==> src/rtl/rv32_pkg.sv <==
// Shared RV32 types for the data-memory path: data word, 13-bit word address,
// and the requester vector used by the data-memory arbiter.
package rv32_pkg;

   localparam int RV32_XLEN    = 32;
   localparam int RV32_DMEM_AW = 13;

   typedef logic [RV32_XLEN-1:0]    rv32_data_t;
   typedef logic [RV32_DMEM_AW-1:0] rv32_dmem_addr_t;

   localparam int RV32_DMEM_NUM_REQ = 4;

   typedef logic [RV32_DMEM_NUM_REQ-1:0] rv32_dmem_req_vec_t;

endpackage

==> src/rtl/rv32_rr_arbiter.sv <==
// Round-robin arbiter: one-hot grant to the first requester at or after the
// pointer (with wrap-around); the pointer moves just past the winner.
module rv32_rr_arbiter #(
   parameter int N = 4
) (
   input  logic         clock,
   input  logic         rst_n,
   input  logic [N-1:0] req,
   output logic [N-1:0] gnt
);

   localparam int PW = (N > 1) ? $clog2(N) : 1;

   logic [PW-1:0] ptr;
   logic [PW-1:0] ptr_next;
   logic [N-1:0]  rot;
   logic [N-1:0]  rot_gnt;

   // Rotate requests so the pointer sits at bit 0, isolate the lowest set bit,
   // then rotate the one-hot result back into requester order.
   always_comb begin
      rot      = N'({req, req} >> ptr);
      rot_gnt  = rot & (~rot + {{(N-1){1'b0}}, 1'b1});
      gnt      = N'(({rot_gnt, rot_gnt} << ptr) >> N);
      ptr_next = ptr;
      for (int i = 0; i < N; i++) begin
         if (gnt[i]) begin
            ptr_next = (i == N-1) ? '0 : PW'(i + 1);
         end
      end
   end

   // Pointer register; holds when nothing is granted.
   always_ff @(posedge clock or negedge rst_n) begin
      if (!rst_n) begin
         ptr <= '0;
      end else begin
         ptr <= ptr_next;
      end
   end

endmodule

==> src/rtl/rv32_dmem_arbiter.sv <==
// Data-memory arbiter: shares the single read and single write port of
// rv32_data_memory between NUM_REQ requesters using independent round-robin
// arbiters, and routes the 1-cycle-late read data back to the issuer.
// Optional macro RV32_DMEM_ARB_FWD_EN forwards same-cycle same-address write
// data to the read; without it the read sees the BRAM's old (read-first) value.
module rv32_dmem_arbiter
   import rv32_pkg::*;
#(
   parameter int NUM_REQ = RV32_DMEM_NUM_REQ
) (
   input  logic                           clock,
   input  logic                           rst_n,
   input  logic            [NUM_REQ-1:0]  req_i,
   input  logic            [NUM_REQ-1:0]  we_i,
   input  rv32_dmem_addr_t [NUM_REQ-1:0]  addr_i,
   input  rv32_data_t      [NUM_REQ-1:0]  wdata_i,
   output logic            [NUM_REQ-1:0]  gnt_o,
   output logic            [NUM_REQ-1:0]  rvalid_o,
   output rv32_data_t                     rdata_o,
   output rv32_data_t                     mem_data_o,
   output rv32_dmem_addr_t                mem_wraddress_o,
   output logic                           mem_wren_o,
   output rv32_dmem_addr_t                mem_rdaddress_o,
   input  rv32_data_t                     mem_q_i
);

   logic [NUM_REQ-1:0] rd_req;
   logic [NUM_REQ-1:0] wr_req;
   logic [NUM_REQ-1:0] rd_gnt;
   logic [NUM_REQ-1:0] wr_gnt;
   logic [NUM_REQ-1:0] rd_pend;

   // Split requests into read and write classes; held in reset nothing is granted.
   generate
      for (genvar gi = 0; gi < NUM_REQ; gi++) begin : g_class
         assign rd_req[gi] = req_i[gi] & ~we_i[gi] & rst_n;
         assign wr_req[gi] = req_i[gi] &  we_i[gi] & rst_n;
      end
   endgenerate

   rv32_rr_arbiter #(.N(NUM_REQ)) u_rd_arb (
      .clock (clock),
      .rst_n (rst_n),
      .req   (rd_req),
      .gnt   (rd_gnt)
   );

   rv32_rr_arbiter #(.N(NUM_REQ)) u_wr_arb (
      .clock (clock),
      .rst_n (rst_n),
      .req   (wr_req),
      .gnt   (wr_gnt)
   );

   assign gnt_o      = rd_gnt | wr_gnt;
   assign mem_wren_o = |wr_gnt;

   // One-hot muxes steering the winners' address/data onto the memory ports.
   always_comb begin
      mem_wraddress_o = '0;
      mem_data_o      = '0;
      mem_rdaddress_o = '0;
      for (int i = 0; i < NUM_REQ; i++) begin
         if (wr_gnt[i]) begin
            mem_wraddress_o = addr_i[i];
            mem_data_o      = wdata_i[i];
         end
         if (rd_gnt[i]) begin
            mem_rdaddress_o = addr_i[i];
         end
      end
   end

   // Remember who issued the read so the response lands on the right requester.
   always_ff @(posedge clock or negedge rst_n) begin
      if (!rst_n) begin
         rd_pend <= '0;
      end else begin
         rd_pend <= rd_gnt;
      end
   end

   assign rvalid_o = rd_pend;

`ifdef RV32_DMEM_ARB_FWD_EN
   logic       fwd_hit;
   rv32_data_t fwd_data;

   // Flag a same-cycle read/write collision on the same word.
   always_ff @(posedge clock or negedge rst_n) begin
      if (!rst_n) begin
         fwd_hit <= 1'b0;
      end else begin
         fwd_hit <= (|rd_gnt) && (|wr_gnt) && (mem_rdaddress_o == mem_wraddress_o);
      end
   end

   // Capture the colliding write data; only consumed when fwd_hit is set.
   always_ff @(posedge clock) begin
      fwd_data <= mem_data_o;
   end

   assign rdata_o = fwd_hit ? fwd_data : mem_q_i;
`else
   assign rdata_o = mem_q_i;
`endif

endmodule

==> config.mk <==
export PLATFORM = sky130hd
export DESIGN_NAME = rv32_dmem_arbiter
export DESIGN_NICKNAME = d
export VERILOG_FILES = /design/src/rtl/rv32_pkg.sv /design/src/rtl/rv32_rr_arbiter.sv /design/src/rtl/rv32_dmem_arbiter.sv
export SDC_FILE = /design/constraint.sdc
export NUM_CORES = 1
export LEC_CHECK = 0
export ABC_AREA = 1
export CORE_AREA = 2 2 124 126
export DETAILED_ROUTE_END_ITERATION = 10
export DIE_AREA = 0 0 126 128
export GPL_TIMING_DRIVEN = 0
export HOLD_SLACK_MARGIN = 0.1
export PLACE_DENSITY_LB_ADDON = 0.2
export SYNTH_ARGS = -nofsm -noshare
export SYNTH_HDL_FRONTEND = slang
export SYNTH_SLANG_ARGS = --single-unit
==> constraint.sdc <==
create_clock -name clock -period 2.02 [get_ports clock]
set_input_delay 0.303 -clock clock [delete_from_list [all_inputs] [get_ports clock]]
set_output_delay 0.303 -clock clock [all_outputs]
set_load 0.01 [all_outputs]
Word level (Yosys, flattened, before mapping)
Cells that the tools add are included.
{"block": "totals", "in_bits": 222, "output_inout_bits": 99, "register_bits": 8, "word_cells": 57}
{"block": "classes", "shift": 4, "mux": 20, "n_addsub": 2, "bitwise": 25, "n_reduce_logical": 3}
{"cell": "two-way mux 32 bit", "count": 4}
{"cell": "two-way mux 13 bit", "count": 8}
{"cell": "bitwise AND 1 bit", "count": 16}
{"cell": "two-way mux 2 bit", "count": 8}
{"cell": "left shift 8 x 2 -> 8 bit", "count": 2}
{"cell": "right shift 8 x 2 -> 4 bit", "count": 2}
{"cell": "adder 4 x 1 -> 4 bit, second input constant", "count": 2}
{"cell": "bitwise AND 4 bit", "count": 2}
{"cell": "inverter 4 bit", "count": 2}
{"cell": "nonzero test 4 bit", "count": 2}
{"cell": "inverter 1 bit", "count": 4}
{"cell": "OR 4 bit", "count": 1}
{"cell": "OR reduction 4 bit", "count": 1}

Longest topological paths before layout
Gate-level depths: netlist of run 1.
{"block": "logic_depth", "depth_word": 12, "ltp_mapped": 16, "ltp_nobuf": 14}

By module
Synthesis of run 1 repeated with hierarchy kept, for this count alone.
{"block": "hier_totals", "cells_unflattened": 691, "hier_area_um2": 3633.5}
{"module": "rv32_dmem_arbiter", "n_inst": 1, "area_each_um2": 2775.2, "cells_per_inst": 557}
{"module": "rv32_rr_arbiter", "n_inst": 2, "area_each_um2": 429.2, "cells_per_inst": 67}

Least setup slack after synthesis of run 1
Ideal clock, no wire load.
{"block": "synth_timing", "kind": "flip-flop to output port", "start": "reg u_wr_arb.ptr[0]", "end": "out mem_data_o[0]", "t_required_ns": 1.717, "t_arrival_ns": 1.674, "slack_ns": 0.043, "stages_incl_launch_ff": 13, "n_path_buf": 3, "cell_sequence": "dfrtp_1 buf_6 inv_4 buf_8 nand2_2 nand3_2 nand2_4 nor2_8 nand3_4 nand3_4 buf_2 nand3_1 nand4_1"}
{"block": "synth_via", "elab_chain_cells": 9}
{"item": "start: declaration", "line_no": "rv32_rr_arbiter.sv:14", "source": "logic [PW-1:0] ptr;"}
{"item": "start signal: assignment", "line_no": "rv32_rr_arbiter.sv:38", "source": "ptr <= ptr_next;"}
{"item": "right shift 8 x 2 -> 4 bit", "line_no": "rv32_rr_arbiter.sv:22", "source": "rot = N'({req, req} >> ptr);"}
{"item": "inverter 4 bit", "line_no": "rv32_rr_arbiter.sv:23", "source": "rot_gnt = rot & (~rot + {{(N-1){1'b0}}, 1'b1});"}
{"item": "adder 4 x 1 -> 4 bit", "line_no": "rv32_rr_arbiter.sv:23"}
{"item": "bitwise AND 4 bit", "line_no": "rv32_rr_arbiter.sv:23"}
{"item": "left shift 8 x 2 -> 8 bit (*)", "line_no": "rv32_rr_arbiter.sv:24", "source": "gnt = N'(({rot_gnt, rot_gnt} << ptr) >> N);"}
{"item": "two-way mux 32 bit (3 in a row)", "line_no": "rv32_dmem_arbiter.sv:64", "source": "if (wr_gnt[i]) begin"}
{"item": "two-way mux 32 bit (*)", "line_no": "rv32_dmem_arbiter.sv:64"}
{"item": "end: declaration", "line_no": "rv32_dmem_arbiter.sv:20", "source": "output rv32_data_t mem_data_o,"}
Every way passes the cells marked *; elsewhere a longest branch is shown, timed or not.

Final worst setup path of run 1
{"block": "layout_timing", "start": "reg u_rd_arb.ptr[0]", "end": "out mem_rdaddress_o[11]"}
{"block": "layout_via", "elab_chain_cells": 9}
{"item": "start: declaration", "line_no": "rv32_rr_arbiter.sv:14"}
{"item": "start signal: assignment", "line_no": "rv32_rr_arbiter.sv:38"}
{"item": "right shift 8 x 2 -> 4 bit", "line_no": "rv32_rr_arbiter.sv:22"}
{"item": "inverter 4 bit", "line_no": "rv32_rr_arbiter.sv:23"}
{"item": "adder 4 x 1 -> 4 bit", "line_no": "rv32_rr_arbiter.sv:23"}
{"item": "bitwise AND 4 bit", "line_no": "rv32_rr_arbiter.sv:23"}
{"item": "left shift 8 x 2 -> 8 bit (*)", "line_no": "rv32_rr_arbiter.sv:24"}
{"item": "two-way mux 13 bit (3 in a row)", "line_no": "rv32_dmem_arbiter.sv:68", "source": "if (rd_gnt[i]) begin"}
{"item": "two-way mux 13 bit (*)", "line_no": "rv32_dmem_arbiter.sv:68"}
{"item": "end: declaration", "line_no": "rv32_dmem_arbiter.sv:23", "source": "output rv32_dmem_addr_t mem_rdaddress_o,"}
Marked as above.

==> flow_metrics.py, run 1 <==
metrics = {
    "cells_and_area": {
        "fill_cells": 1374,
        "antennaDiodeCount": 0,
        "drive_gt1_share_pct": 41.74,
        "nets": 1132,
        "syn2layout_area_growth_pct": 157.5,
        "final_cells": 1096,
        "multi_input_comb_area_um2": 3049,
        "register_area_um2": 200.2,
    },
    "logic_synthesis": {
        "synth-simple-area-share_pct": 71.47,
        "syn_nets": 752,
        "syn-cell-area_um2": 3118,
        "seq_area_frac_synth_pct": 6.421,
        "synth_compound_area_share_pct": 2.327,
        "synth_mux_area_share_pct": 0,
        "synth_cells": 530,
        "synth_seq_cells": 8,
        "yosys.area.top_type": "nand3_1",
        "synth_top_area_share_pct": 43.18,
        "synth_top_family_by_area": "simple AND/OR/NAND/NOR gates",
        "syn_area_per_cell_um2": 5.883,
        "synth_adder_area_share_pct": 0,
        "synth_cell_type_count": 20,
        "synth_xor_xnor_area_share_pct": 0,
        "synth_area_leaders": "nand3_1, nand4_1, buf_4, nand2_1, dfrtp_1",
        "synth_warnings": 0,
    },
    "job": {
        "maxCapViolCount": 0,
    },
    "timing": {
        "rsz0062_at_grt": "true",
        "slew_headroom_pct": 73.61,
        "final.setup.worst_slack_ns": -0.4774,
        "fin_crit_sh_pct": 123.6,
        "fin_skew_ns": 0.002235,
        "tns_ns": -24.01,
        "tightest_slew_ns": 0.3946,
        "finalHoldViolations": 0,
        "finalSetupViolCount": 63,
        "fmax_mhz": 400.4,
        "min_period_ns": 2.497,
        "slew_violations": 0,
        "finalHoldWorstSlack_ns": 0.5788,
    },
    "place": {
        "gp_congestion": 0.8788,
        "dp_hpwl_mm": 13.83,
        "dp.cells": 1006,
        "dpl_worst_slack_ns": -1.622,
        "portBuffers": 288,
    },
    "critical_path": {
        "max_stage_delay_ns": 0.40,
        "worstSetupEndpointType": "output pin",
        "critPathMaxFanout": 6,
        "cp_cell_sequence": "inv_2 -> nand4_1 -> nand3_2 -> nand2_4 -> buf_6 -> o211ai_4 -> buf_6 -> buf_4 -> nand3_2 -> nand4_1 -> buf_2",
        "worst-r2r-setup-slack_ns": 0.05,
        "worst_path_max_delay_cell": "dfrtp_1",
        "cp.arrival_ns": 2.19,
        "reg2reg_depth": 13,
        "cp_data_required_time_ns": 1.72,
        "path_class": "reg2out",
        "r2r_start": "u_rd_arb.ptr[0]$_DFFE_PN0P_",
        "r2r-end": "u_rd_arb.ptr[0]$_DFFE_PN0P_",
        "startpoint_type": "flip-flop",
    },
    "route": {
        "drt_iter0_markers": 352,
        "drtAntennaViolNets": 0,
        "wl_per_cell_um": 19.07,
        "drtPass1Iterations": 5,
        "drc": 0,
        "num_vias": 5720,
        "routed_wirelength_mm": 20.91,
        "vias_per_cell": 5.219,
    },
    "global_route": {
        "overflow": 0,
        "antenna_found_initial": 0,
        "grt_max_degree": 11,
        "grt_first_pass_wirelength_mm": 30.82,
        "grt_usage_pct": 23.44,
        "grt_pass1_vias": 5576,
    },
    "power": {
        "power_uw": 15760,
        "vdd_drop_max_v": 0.001012,
        "p_per_area_nw_per_um2": 1963,
        "p_leak_uw": 0.003442,
    },
    "floorplan": {
        "io_pins": 321,
        "core_area_um2": 14860,
        "fp-row-count": 45,
        "die_h_um": 128,
        "start_util_pct": 20.98,
        "fp.dieW_um": 126,
        "die_area_um2": 16130,
    },
    "clock_tree": {
        "clock_latency_ns": 0.23,
        "cts_tree": "yes",
        "cts_num_sinks": 8,
        "cts_buffers": 3,
        "root_buffer": "clkbuf_16",
        "max-clock-path-buffers": 2,
        "clk_pin_slew_worst_paths_ns": 0.04,
        "htree_levels": 1,
    },
    "run_status": {
        "failed_checks": "negative setup slack",
        "status": "finished with violations",
    },
    "worst_hold_path": {
        "hp-class": "in2async",
    },
}
-- metal layers --
layer / routed length, µm / GRT usage (%) / vias up
met4: 242 / 4.266 / 0
met2: 10980 / 43.49 / 326
met5: 0 / 0 / -
met1: 8122 / 28.99 / 2678
met3: 1559 / 3.339 / 26
li1: - / - / 2690
-- repair_timing --
item / 4_1_cts / 5_1_grt
hold buffers: 1 / 0
setup buffers: 69 / 9
endpoints found under the hold margin: 8 / 0
setup endpoints to repair: 71 / 66
pin swaps: 85 / 44
gates resized for setup: 503 / 75
cloned: 13 / 2
-- per-stage QoR --
step	utilization [%]	instance area [µm²]
2_1_floorplan	-	3118
3_3_place_gp	41.95	6236
3_5_place_dp	41.95	6236
4_1_cts	51.36	7634
5_1_grt	54.02	8029
6_report	54.02	8029
-- cell usage in the layout (no fill, tap or decap), drive strengths merged --
cell | synthesis | final
buf | 80 | 226
dlygate4sd2 | 0 | 8
clkinv | 0 | 1
dfrtp | 8 | 8
o21ai | 1 | 1
nand2 | 62 | 62
clkbuf | 0 | 5
dlygate4sd3 | 0 | 1
nand4 | 63 | 63
nand3 | 285 | 286
o211ai | 4 | 4
nor2 | 7 | 7
clkdlybuf4s15 | 0 | 1
clkdlybuf4s50 | 0 | 216
inv | 20 | 19
-- worst max-delay path by stage --
| stage | start | to | slack (ns) | cells past startpoint |
|---|---|---|---|---|
| floorplan | u_wr_arb.ptr[0]$_DFFE_PN0P_ | mem_data_o[0] | 0.04 | 12 |
| global placement | rst_n | mem_data_o[12] | -1.63 | 11 |
| detailed placement | rst_n | mem_data_o[12] | -1.62 | 12 |
| CTS | u_wr_arb.ptr[0]$_DFFE_PN0P_ | mem_data_o[10] | -0.44 | 14 |
| global route | u_rd_arb.ptr[0]$_DFFE_PN0P_ | mem_rdaddress_o[2] | -0.55 | 11 |
| finish | u_rd_arb.ptr[0]$_DFFE_PN0P_ | mem_rdaddress_o[11] | -0.48 | 11 |
-- flip-flops by register name (all words and copies together) (netlist names) --
signal and cells:
rvalid_o 4, u_rd_arb.ptr 2, u_wr_arb.ptr 2
-- synth_stat cells (all sizes together) --
cell    count
nand3     285
buf        80
nand4      63
nand2      62
inv        20
dfrtp       8
nor2        7
o211ai      4
o21ai       1
-- logic make-up (layout without fill, tap and decap cells) --
family,after synthesis,count (layout)
AND/OR/NAND/NOR,417,418
buffers and inverters,100,477
flip-flops,8,8
AO/OA/AOI/OAI,5,5
-- critical path: cells and delay by family, from the launching register on --
family          cells  cell delay, ns
compound gates      1            0.27
buf+inv             5            0.71
flops               1            0.40
simple gates        5            0.58
-- where the power goes --
| part | switching, µW | internal [µW] |
|---|---|---|
| clock network | 73.6 | 255 |
| logic | 8030 | 7100 |
| registers | 49.8 | 247 |
-- layout make-up --
cell class | count | area share (%)
Multi-Input combinational cell | 423 | 37.98
Timing Repair Buffer | 380 | 45.13
Buffer | 74 | 9.381
Sequential cell | 8 | 2.493
Inverter | 20 | 1.153
Tap cell | 188 | 2.930
Clock buffer | 3 | 0.9350
Power figures use the tool's default switching activity.
==> run 2, diff against run 1 <==
Settings changed: ABC_CLOCK_PERIOD_IN_PS from default to 2020, CTS_BUF_LIST from default to sky130_fd_sc_hd__clkbuf_8.
==> flow_metrics.py, run 2 (same netlist as run 1, synthesis figures left out) <==
metrics = {
    "run_status": {
        "status": "finished with violations",
        "failed_checks": "negative setup slack",
    },
    "clock_tree": {
        "clock_latency_ns": 0.23,
        "clk_pin_slew_worst_paths_ns": 0.04,
        "htree_levels": 1,
        "cts_tree": "yes",
        "max-clock-path-buffers": 2,
        "cts_buffers": 3,
        "root_buffer": "clkbuf_8",
        "cts_num_sinks": 8,
    },
    "critical_path": {
        "max_stage_delay_ns": 0.39,
        "cp_cell_sequence": "buf_12 -> inv_12 -> nand3_2 -> nand2_4 -> buf_4 -> nand3_4 -> o211ai_4 -> buf_12 -> buf_6 -> nand3_2 -> nand4_1 -> buf_2",
        "setup.worst_path.start": "u_wr_arb.ptr[1]$_DFFE_PN0P_",
        "r2r_start": "u_rd_arb.ptr[0]$_DFFE_PN0P_",
        "worst_path_max_delay_cell": "dfrtp_1",
        "startpoint_type": "flip-flop",
        "worst-r2r-setup-slack_ns": 0.04,
        "worstSetupEndpointType": "output pin",
        "cp.arrival_ns": 2.13,
        "reg2reg_depth": 12,
        "path_class": "reg2out",
        "r2r-end": "u_rd_arb.ptr[0]$_DFFE_PN0P_",
        "cp_data_required_time_ns": 1.72,
        "endpoint": "mem_data_o[16]",
        "critPathMaxFanout": 10,
    },
    "cells_and_area": {
        "nets": 1137,
        "stdcell_area_um2": 7845,
        "antennaDiodeCount": 0,
        "final_cell_mix": "clkdlybuf4s50_1, nand3_1, buf_4",
        "fill_cells": 1396,
        "final_common_cell": "clkdlybuf4s50_1",
        "largest_reg_flops": 4,
        "syn2layout_area_growth_pct": 151.6,
        "drive_gt1_share_pct": 39.76,
        "post-route-util_pct": 52.78,
    },
    "timing": {
        "final.setup.worst_slack_ns": -0.4113,
        "tightest_slew_ns": 0.4098,
        "min_period_ns": 2.431,
        "finalSetupViolCount": 63,
        "fin_crit_sh_pct": 120.4,
        "slew_headroom_pct": 72.59,
        "finalHoldViolations": 0,
        "slew_violations": 0,
        "fmax_mhz": 411.3,
        "fin_skew_ns": 0.002698,
        "rsz0062_at_grt": "true",
    },
    "global_route": {
        "antenna_found_initial": 0,
        "grt_first_pass_wirelength_mm": 30.14,
        "overflow": 0,
        "grt_usage_pct": 22.93,
        "grt_max_degree": 11,
        "grt_pass1_vias": 5443,
    },
    "power": {
        "p_per_area_nw_per_um2": 1961,
        "power_uw": 15380,
        "vdd_drop_max_v": 0.0009351,
        "p_leak_uw": 0.003408,
    },
    "floorplan": {
        "fp-row-count": 45,
        "fp.dieW_um": 126,
        "io_pins": 321,
        "die_h_um": 128,
        "die_area_um2": 16130,
        "start_util_pct": 20.98,
        "core_area_um2": 14860,
    },
    "place": {
        "dpl_worst_slack_ns": -1.622,
        "portBuffers": 288,
        "dp_hpwl_mm": 13.83,
        "post_dp_cell_area_um2": 6236,
        "gp_congestion": 0.8788,
    },
    "route": {
        "wl_per_cell_um": 18.65,
        "drc": 0,
        "num_vias": 5720,
        "drt_iter0_markers": 315,
        "drtAntennaViolNets": 0,
        "drtPass1Iterations": 7,
        "vias_per_cell": 5.195,
        "routed_wirelength_mm": 20.54,
    },
    "worst_hold_path": {
        "hp-class": "in2async",
    },
    "job": {
        "maxCapViolCount": 0,
    },
}
-- run 2: power breakdown --
group / leakage (µW) / internal, µW / switching, µW
combinational: 0.00329 / 7030 / 7870
sequential: 0.0000973 / 247 / 50.6
clock: 0.0000216 / 129 / 62.7
total: 0.00341 / 7400 / 7980
-- run 2: worst min path at each step --
stage          startpoint                    end  slack (ns)  cells past startpoint
2_1_floorplan       rst_n  rvalid_o[0]$_DFF_PN0_       0.007                      0
3_3_place_gp        rst_n  rvalid_o[3]$_DFF_PN0_        0.69                      1
3_5_place_dp        rst_n  rvalid_o[3]$_DFF_PN0_        0.68                      1
4_1_cts             rst_n  rvalid_o[3]$_DFF_PN0_        0.58                      2
5_1_grt             rst_n  rvalid_o[0]$_DFF_PN0_        0.61                      2
6_report            rst_n  rvalid_o[1]$_DFF_PN0_        0.58                      2
-- run 2: cell type report --
cell class	count	area, µm²	share of cell area [%]
well taps	188	235.2	2.998
clock buffers	3	41.29	0.5263
multi-input cells	423	2929	37.34
repair buffers	383	3581	45.65
plain buffers	76	760.7	9.697
flip-flops and latches	8	200.2	2.552
inverters	20	97.59	1.244
-- run 2: repair_timing --
item,4_1_cts,5_1_grt
endpoints found under the setup margin,71,66
pin swaps,73,38
gates cloned,13,2
endpoints found under the hold margin,8,0
setup buffers,62,19
resized for setup,491,49
hold buffers,1,0
-- run 2: critical path: cells and delay by family, from the launching register on --
kind	cells	cell delay (ns)
and+or+nand+nor	5	0.55
DFF	1	0.39
buffers and inverters	6	0.83
AOI/OAI and AO/OA	1	0.11
-- run 2: metal layers --
| metal | share of wire [%] | track usage [%] | routed length [µm] | vias up |
|---|---|---|---|---|
| li1 | - | - | - | 2701 |
| met5 | 0 | 0 | 0 | - |
| met1 | 39 | 29.11 | 8101 | 2666 |
| met4 | 1.9 | 5.042 | 386 | 0 |
| met2 | 51 | 40.89 | 10560 | 315 |
| met3 | 7.3 | 3.631 | 1491 | 38 |
-- run 2: stage by stage --
stage / hold WS (ns) / std cells / setup TNS (ns)
finish: 0.5805 / 1101 / -22.67
global route: 0.6120 / 1101 / -30.32
global placement: 0.6872 / 1006 / -100.02
detailed placement: 0.6806 / 1006 / -99.86
floorplan: 0.007409 / 530 / 0
CTS: 0.5814 / 1083 / -23.26
